[config.mk]
export PLATFORM = sky130hd
export DESIGN_NAME = scan_sequencer
export DESIGN_NICKNAME = d
export VERILOG_FILES = /design/src/rtl/scan_sequencer.sv
export SDC_FILE = /design/constraint.sdc
export NUM_CORES = 1
export LEC_CHECK = 0
export CAP_MARGIN = 20
export CORE_MARGIN = 5
export CORE_UTILIZATION = 50
export CTS_BUF_LIST = sky130_fd_sc_hd__clkbuf_8 sky130_fd_sc_hd__clkbuf_16
export DETAILED_ROUTE_END_ITERATION = 8
export HOLD_SLACK_MARGIN = 0.05
export PLACE_DENSITY = 0.76
export REMOVE_ABC_BUFFERS = 1
export SLEW_MARGIN = 20
export SYNTH_ARGS = -nofsm -noshare
export SYNTH_HDL_FRONTEND = slang
export SYNTH_SLANG_ARGS = --single-unit
[constraint.sdc]
create_clock -name clka -period 2 [get_ports clka]
set_clock_uncertainty 0.15 [all_clocks]
set_input_delay 0.4 -clock clka [delete_from_list [all_inputs] [get_ports clka]]
set_output_delay 0.4 -clock clka [all_outputs]
set_load 0.05 [all_outputs]
[src/rtl/scan_sequencer.sv]
// ---------------------------------------------------------------------------
// scan_sequencer
//   Drives the select code and enable of a 3-to-8 decoder. It walks codes
//   0..7 (or 7..0) and holds each code enabled for a programmable dwell.
//   Between codes it inserts BLANK_CYC enable-low cycles, so two decoder
//   outputs are never hot at the same time. It supports one-shot and
//   free-running scans.
//
// Parameters
//   DWELL_W    width of the dwell input and the dwell counter
//   BLANK_CYC  enable-low cycles between codes (0 = no blanking)
//
// Ports
//   clka      in   rising-edge clock
//   rst       in   asynchronous active-high reset
//   start     in   begin a scan (honoured in IDLE only)
//   stop      in   abort the scan (wins over start)
//   oneshot   in   1 = single pass, 0 = free-run (latched at start)
//   dir_down  in   1 = 7..0, 0 = 0..7 (latched at start)
//   dwell     in   enabled cycles per code, 0 treated as 1 (latched at start)
//   sel_out   out  select code to the decoder
//   en_out    out  enable to the decoder
//   busy      out  high whenever not IDLE
//   wrap      out  pulse on the first cycle the wrapped code is shown
//   done      out  pulse when a one-shot pass completes
//   All outputs are registered.
// ---------------------------------------------------------------------------
module scan_sequencer #(
  parameter int unsigned DWELL_W   = 8,
  parameter int unsigned BLANK_CYC = 1
) (
  input  logic               clka,
  input  logic               rst,
  input  logic               start,
  input  logic               stop,
  input  logic               oneshot,
  input  logic               dir_down,
  input  logic [DWELL_W-1:0] dwell,
  output logic [2:0]         sel_out,
  output logic               en_out,
  output logic               busy,
  output logic               wrap,
  output logic               done
);

  localparam int BW = (BLANK_CYC > 1) ? $clog2(BLANK_CYC) : 1;
  localparam logic [BW-1:0] BLANK_LAST = BW'((BLANK_CYC > 0) ? BLANK_CYC - 1 : 0);

  typedef enum logic [1:0] {
    IDLE  = 2'd0,
    DWELL = 2'd1,
    BLANK = 2'd2
  } state_t;

  state_t             r_state, w_state_nxt;
  logic [2:0]         r_sel, w_sel_nxt;
  logic               r_en, w_en_nxt;
  logic               r_busy, w_busy_nxt;
  logic               r_wrap, w_wrap_nxt;
  logic               r_done, w_done_nxt;
  logic [DWELL_W-1:0] r_cnt, w_cnt_nxt;   // dwell cycles remaining after this one
  logic [BW-1:0]      r_bcnt, w_bcnt_nxt; // blank cycles remaining after this one
  logic [DWELL_W-1:0] r_last, w_last_nxt; // latched D-1
  logic               r_dir, w_dir_nxt;
  logic               r_one, w_one_nxt;

  logic               w_final;
  logic [2:0]         w_sel_step;

  // Last code of the pass in the latched direction.
  assign w_final    = r_dir ? (r_sel == 3'd0) : (r_sel == 3'd7);
  assign w_sel_step = r_dir ? (r_sel - 3'd1) : (r_sel + 3'd1);

  always_ff @(posedge clka or posedge rst) begin
    if (rst) begin
      r_state <= IDLE;
      r_sel   <= '0;
      r_en    <= 1'b0;
      r_busy  <= 1'b0;
      r_wrap  <= 1'b0;
      r_done  <= 1'b0;
      r_cnt   <= '0;
      r_bcnt  <= '0;
      r_last  <= '0;
      r_dir   <= 1'b0;
      r_one   <= 1'b0;
    end else begin
      r_state <= w_state_nxt;
      r_sel   <= w_sel_nxt;
      r_en    <= w_en_nxt;
      r_busy  <= w_busy_nxt;
      r_wrap  <= w_wrap_nxt;
      r_done  <= w_done_nxt;
      r_cnt   <= w_cnt_nxt;
      r_bcnt  <= w_bcnt_nxt;
      r_last  <= w_last_nxt;
      r_dir   <= w_dir_nxt;
      r_one   <= w_one_nxt;
    end
  end

  always_comb begin
    w_state_nxt = r_state;
    w_sel_nxt   = r_sel;
    w_en_nxt    = r_en;
    w_busy_nxt  = r_busy;
    w_wrap_nxt  = 1'b0;
    w_done_nxt  = 1'b0;
    w_cnt_nxt   = r_cnt;
    w_bcnt_nxt  = r_bcnt;
    w_last_nxt  = r_last;
    w_dir_nxt   = r_dir;
    w_one_nxt   = r_one;

    if (r_state == IDLE) begin
      w_en_nxt   = 1'b0;
      w_busy_nxt = 1'b0;
      if (start && !stop) begin
        w_state_nxt = DWELL;
        w_sel_nxt   = dir_down ? 3'd7 : 3'd0;
        w_en_nxt    = 1'b1;
        w_busy_nxt  = 1'b1;
        w_dir_nxt   = dir_down;
        w_one_nxt   = oneshot;
        // A dwell of 0 behaves like 1, so D-1 saturates at 0.
        w_last_nxt  = (dwell == '0) ? '0 : dwell - 1'b1;
        w_cnt_nxt   = (dwell == '0) ? '0 : dwell - 1'b1;
      end
    end else if (stop) begin
      // Abort: the select code holds, and no done or wrap pulse is issued.
      w_state_nxt = IDLE;
      w_en_nxt    = 1'b0;
      w_busy_nxt  = 1'b0;
      w_cnt_nxt   = '0;
      w_bcnt_nxt  = '0;
    end else begin
      unique case (r_state)
        DWELL: begin
          if (r_cnt != '0) begin
            w_cnt_nxt = r_cnt - 1'b1;
          end else if (w_final && r_one) begin
            w_state_nxt = IDLE;
            w_en_nxt    = 1'b0;
            w_busy_nxt  = 1'b0;
            w_done_nxt  = 1'b1;
          end else begin
            // In this branch, a final code implies free-run, so stepping
            // past it wraps.
            w_sel_nxt  = w_sel_step;
            w_wrap_nxt = w_final;
            if (BLANK_CYC > 0) begin
              w_state_nxt = BLANK;
              w_en_nxt    = 1'b0;
              w_bcnt_nxt  = BLANK_LAST;
            end else begin
              w_cnt_nxt = r_last;
            end
          end
        end
        BLANK: begin
          if (r_bcnt != '0) begin
            w_bcnt_nxt = r_bcnt - 1'b1;
          end else begin
            w_state_nxt = DWELL;
            w_en_nxt    = 1'b1;
            w_cnt_nxt   = r_last;
          end
        end
        default: begin
          w_state_nxt = IDLE;
          w_en_nxt    = 1'b0;
          w_busy_nxt  = 1'b0;
        end
      endcase
    end
  end

  assign sel_out = r_sel;
  assign en_out  = r_en;
  assign busy    = r_busy;
  assign wrap    = r_wrap;
  assign done    = r_done;

endmodule

After elaboration in Yosys (flattened, before gate mapping)
Index checks and enable logic that the tools add are counted.
{"block": "word_totals", "ff_bits": 28, "latchBits": 0, "mem_bits_rw": 0, "mem_bits_ro": 0, "input_bits": 14, "output_inout_bits": 7, "elab_cells": 97, "mem_count": 0}
{"block": "op_classes", "addsub": 5, "mul": 0, "div": 0, "magnitude_cmp": 0, "n_eq_ne": 14, "shifts": 0, "n_mux": 49, "n_bitwise": 1, "n_reduce_logical": 17}
{"cell": "2-to-1 mux 8 bit", "n": 6}
{"cell": "2-to-1 mux 1 bit", "n": 24}
{"cell": "2-to-1 mux 3 bit", "n": 8}
{"cell": "inequality test 4 bit (second input constant)", "n": 4}
{"cell": "case mux 8 bit (2 select lines)", "n": 1}
{"cell": "subtractor 8 x 1 -> 8 bit (second input constant)", "n": 2}
{"cell": "2-to-1 mux 2 bit", "n": 6}
{"cell": "inequality test 3 bit (second input constant)", "n": 3}
{"cell": "zero test 8 bit", "n": 1}
{"cell": "AND reduction 4 bit", "n": 2}
{"cell": "nonzero test 8 bit", "n": 1}
{"cell": "case mux 1 bit (2 select lines)", "n": 3}
{"cell": "AND reduction 3 bit", "n": 2}
{"cell": "AND reduction 5 bit", "n": 1}
{"cell": "inequality test 2 x 1 -> 1 bit (second input constant)", "n": 2}
{"cell": "inequality test 2 bit (second input constant)", "n": 2}
{"cell": "case mux 2 bit (2 select lines)", "n": 1}
{"cell": "AND reduction 2 bit", "n": 2}
{"cell": "nonzero test 4 bit", "n": 1}
{"cell": "adder 3 x 1 -> 3 bit (second input constant)", "n": 1}
{"cell": "== test 3 bit (second input constant)", "n": 1}
{"cell": "zero test 3 bit", "n": 1}
{"cell": "nonzero test 3 bit", "n": 1}
{"cell": "subtractor 3 x 1 -> 3 bit (second input constant)", "n": 1}
{"cell": "8 further kinds", "n": 9}

Logic depth before layout (Yosys ltp)
{"block": "logic_depth", "ltp_word": 8, "ltp_mapped": 9, "mapped_depth_nobuf": 7}

Worst setup path before layout
No wires, ideal clock.
{"block": "synth_path", "kind": "register to register", "startpoint": "reg r_sel[0] (netlist: sel_out[0])", "endpoint": "reg r_sel[2] (netlist: sel_out[2])", "setup_ps": 124, "t_arrival_ps": 1778, "t_required_ps": 1726, "path_slack_ps": -52, "stages_incl_launch_ff": 7, "n_path_buf": 0, "synth_period_minus_slack_ps": 2052, "cell_sequence": "dfrtp_1 > inv_1 > fa_1 > xnor2_1 > o32ai_1 > a41oi_1 > o31a_1"}
{"block": "synth_via", "elab_chain_len": 7, "word_cells_on_any_way": 14, "classes_between": "2 x add/sub; 2 x eq/ne; 7 x mux; 3 x reduce/logical"}
{"element": "start, declared", "line": "56", "text": "logic [2:0] r_sel, w_sel_nxt;"}
{"element": "start signal, assigned", "line": "89", "text": "r_sel <= w_sel_nxt;"}
{"element": "adder 3 x 1 -> 3 bit / subtractor 3 x 1 -> 3 bit (equally long branches)", "line": "72", "text": "assign w_sel_step = r_dir ? (r_sel - 3'd1) : (r_sel + 3'd1);"}
{"element": "2-to-1 mux 3 bit", "line": "72"}
{"element": "2-to-1 mux 3 bit", "line": "141", "text": "end else if (w_final && r_one) begin"}
{"element": "2-to-1 mux 3 bit", "line": "139", "text": "if (r_cnt != '0) begin"}
{"element": "2-to-1 mux 3 bit", "line": "137", "text": "unique case (r_state)"}
{"element": "2-to-1 mux 3 bit", "line": "129", "text": "end else if (stop) begin"}
{"element": "2-to-1 mux 3 bit", "line": "115", "text": "if (r_state == IDLE) begin"}
Parallel ways exist; a longest one is shown, timed or not. The select of a mux whose other input is x is not followed.
A chain may end at the register's enable or synchronous reset.

Worst setup path after layout
{"block": "layout_path", "startpoint": "in dwell[2]", "endpoint": "reg r_cnt[5]"}
{"block": "layout_via", "elab_chain_len": 4, "word_cells_on_any_way": 5, "classes_between": "1 x add/sub; 3 x mux; 1 x reduce/logical"}
{"element": "start, declared", "line": "38", "text": "input logic [DWELL_W-1:0] dwell,"}
{"element": "subtractor 8 x 1 -> 8 bit / zero test 8 bit (equally long branches)", "line": "127", "text": "w_cnt_nxt = (dwell == '0) ? '0 : dwell - 1'b1;"}
{"element": "2-to-1 mux 8 bit *", "line": "127"}
{"element": "2-to-1 mux 8 bit *", "line": "118", "text": "if (start && !stop) begin"}
{"element": "2-to-1 mux 8 bit *", "line": "115"}
{"element": "end signal, assigned", "line": "94", "text": "r_cnt <= w_cnt_nxt;"}
{"element": "end, declared", "line": "61", "text": "logic [DWELL_W-1:0] r_cnt, w_cnt_nxt;"}
Mark *: on every way between the ends. The rest lies on a longest branch, timed or not. The select of a mux whose other input is x is not followed.

==> run_results.csv <==
group,metric,value,unit
timing,slew_violations,0,
clock_network,clk_pin_slew_worst_paths,100,ps
clock_network,worst_skew_pair.late_latency,290,ps
cells_and_area,multi_input_area,0.00107,sq mm
worst_setup_path,worst-setup-path-type,"primary input to register",
die,fp.coreArea,0.00334,sq mm
worst_setup_path,end_kind,"register",
global_routing,antenna_found_initial,0,
timing,tightest_slew,405,ps
synthesis,synth_area,0.00172,sq mm
flow_run,maxCapViolations,0,
route,drc,0,
die,die-height,68.7,um
synthesis,synth-edff-count,0,
timing,fmax,504,MHz
synthesis,yosys_warnings,0,
global_routing,busiest_layer,"met2",
clock_network,ctsHtreeMaxLevel,1,
place,hpwlAfterDp,3430,um
timing,rsz0062_at_grt,"yes",
global_routing,grt_max_degree,28,
place,dpl_cell_area,0.00221,sq mm
power,irDropWorstVdd,552,uV
global_routing,grtUsageMet3,2.27,%
cells_and_area,final_cells,302,
die,ioPinCount,21,
worst_setup_path,timing.rr.start,"r_cnt[2]",
synthesis,syn_avg_cell_area,8.84,sq um
global_routing,grt_first_pass_wirelength,7670,um
clock_network,cts_root_buf,"clkbuf_8",
route,avgViaCountPerCell,5.57,
cells_and_area,syn_to_final_growth,39.8,%
global_routing,grt_use_total,21.8,%
place,port_buffers,20,
power,power.total,0.00318,W
clock_network,cts_buffers,3,
worst_setup_path,crit_start,"dwell[2]",
worst_setup_path,start_kind,"primary input",
die,dieArea,0.00472,sq mm
clock_network,cts_hold_buf,0,
place,place_inst,293,
timing,hold_violations,0,
die,initial_core_util,51.7,%
synthesis,yosysUniqueCellTypes,50,
synthesis,synth_top_area_share,39.2,%
global_routing,met2_usage,38.1,%
cells_and_area,drive_gt1_share,32.4,%
synthesis,synth_top_cell_by_area,"dfrtp_1",
timing,worst_hold_slack,322,ps
route,dr_total_vias,1681,
die,fp.dieW,68.7,um
worst_setup_path,worst_r2r_endpoint,"r_cnt[4]",
clock_network,cts_max_path_buffers,2,
timing,slew_headroom,72.7,%
global_routing,grt_pass1_vias,1706,
power,power_density,1320,mW/mm^2
clock_network,cts_tree,"done",
route,final_antenna_net_count,0,
clock_network,cts_sinks,27,
cells_and_area,fin_nets,278,
power,p_leak,1.10,nW
cells_and_area,regArea,676,sq um
synthesis,netlist_instances,195,
synthesis,synth-seq-cells,27,
timing,setup_viol_count_final,0,
route,wire_per_inst,15.4,um
timing,finalCritPeriodShare,99.2,%
worst_setup_path,worstRegToRegCells,5,
place,place_congestion,0.922,
synthesis,ys_seq_area_share,39.2,%
timing,post-route-min-period,1980,ps
synthesis,netlist_top_cells_area,"dfrtp_1 (39%), nand2_1 (5.7%), o21ai_0 (5.2%)",
synthesis,synthFlopType,"dfrtp_1",
worst_setup_path,cp_top_family,"buffers and inverters",
worst_hold_path,min_path_type,"primary input to asynchronous set/reset pin",
worst_setup_path,max_stage_delay,460,ps
worst_setup_path,crit_fanout,4,
worst_setup_path,critPathSlowestCell,"clkdlybuf4s50_1",
worst_setup_path,arrival,2000,ps
synthesis,synthArstFlopShare,100,%
route,routed_wirelength,4650,um
cells_and_area,final_cell_area,0.00241,sq mm
route,drt_first_pass_iters,4,
global_routing,grtUsageMet1,27.0,%
route,drtIter0Drc,103,
cells_and_area,n_antenna_cell,0,
worst_setup_path,cp_cell_sequence,"clkdlybuf4s50_1, buf_4, nor3_1, buf_4, nand2_1, mux2i_2, o22a_1, o21ai_1",
worst_setup_path,cpMostUsedCell,"buf_4",
worst_setup_path,required,2010,ps
cells_and_area,fillCellCount,252,
run_status,outcome,"finished, final reports clean",
global_routing,overflow,0,
worst_setup_path,critPathBufInv,3,
die,num_rows,21,
worst_setup_path,rrSetupSlack,90,ps
-- cells in the mapped netlist, types with 2 or more instances --
master / count
dfrtp_1: 27
nand2_1: 26
nor2_1: 20
o21ai_0: 18
inv_1: 12
a21oi_1: 11
nor3_1: 7
ha_1: 6
xnor2_1: 6
a31oi_1: 4
clkbuf_1: 4
mux2i_1: 3
nand3b_1: 3
o22ai_1: 3
a211oi_1: 2
a21o_1: 2
a221o_1: 2
a32oi_1: 2
mux2_2: 2
nand2b_1: 2
nor2b_1: 2
nor3b_1: 2
nor4b_1: 2
-- placed cells by master, fill, tap and decap left out, drive strengths merged, types with 2 or more instances in the layout --
| cell type | instances |
|---|---|
| a211oi | 2 |
| a21o | 2 |
| a21oi | 11 |
| a221o | 2 |
| a31oi | 6 |
| a32oi | 2 |
| buf | 51 |
| clkbuf | 3 |
| clkdlybuf4s50 | 12 |
| dfrtp | 27 |
| ha | 6 |
| inv | 12 |
| mux2 | 3 |
| mux2i | 3 |
| nand2 | 26 |
| nand2b | 2 |
| nand3b | 3 |
| nand4 | 2 |
| nor2 | 21 |
| nor2b | 2 |
| nor3 | 7 |
| nor3b | 2 |
| nor4b | 2 |
| o21ai | 18 |
| o22ai | 3 |
| xnor2 | 6 |
-- area by class of cell --
cell class	instances	share of cell area [%]
multi-input cells	149	44.3
clock buffers	3	1.71
clock inverters	1	0.311
well taps	46	2.39
inverters	12	1.87
flip-flops and latches	27	28.0
repair buffers	64	21.4
-- power by group --
group | switching (W) | total [W] | internal (W)
combinational | 0.00101 | 0.00188 | 0.000869
clock | 0.000183 | 0.000325 | 0.000142
sequential | 0.000204 | 0.000972 | 0.000768
-- worst reg2reg max path: stages (launching register included) --
cell and delay, ps:
dfrtp_1 410, nor4_4 350, nand4_2 230, a31oi_4 290, nor2_2 70, a221o_1 300
-- through the flow --
step	worst slack, ps	setup TNS, ps	util [%]
after global routing	-60.4	-95.8	72.3
final	15.5	0	72.3
after CTS	6.52	0	68.9
after detailed placement	-405	-4820	66.4
after floorplan	-52.4	-123	-
after global placement	-273	-2860	66.4
-- metal layers --
metal	up-vias	routed length [um]
li1	815	-
met1	801	1860
met2	58	2420
met3	7	278
met4	0	96
met5	-	0
-- cells by family after synthesis --
logic type / after synthesis / synth area share [%]
mux: 6 / 3.70
fa+ha+maj: 7 / 5.52
simple gates: 74 / 22.0
flops: 27 / 39.2
buf+inv: 20 / 5.51
compound gates: 54 / 20.5
xor+xnor: 7 / 3.56
-- worst max path at each step --
| stage | end | cells after the start |
|---|---|---|
| 2_1_floorplan | sel_out[2] | 6 |
| 3_3_place_gp | r_cnt[3] | 9 |
| 3_5_place_dp | r_cnt[4] | 9 |
| 4_1_cts | r_cnt[3] | 5 |
| 5_1_grt | r_cnt[5] | 8 |
| 6_report | r_cnt[5] | 8 |
-- registers in the layout, summed over array words and instances (netlist names) --
signal	cells
busy	1
done	1
en_out	1
r_cnt	8
r_dir	1
r_last	8
r_one	1
r_state	2
sel_out	3
wrap	1
-- what timing repair did --
action / CTS / global route
endpoints found under the setup margin: 6 / 16
buffers inserted: 0 / 4
cloned: 1 / 0
hold endpoints to repair: 0 / 0
resized for setup: 5 / 20
pin swaps: 0 / 5
(Power assumes the default switching activity.)
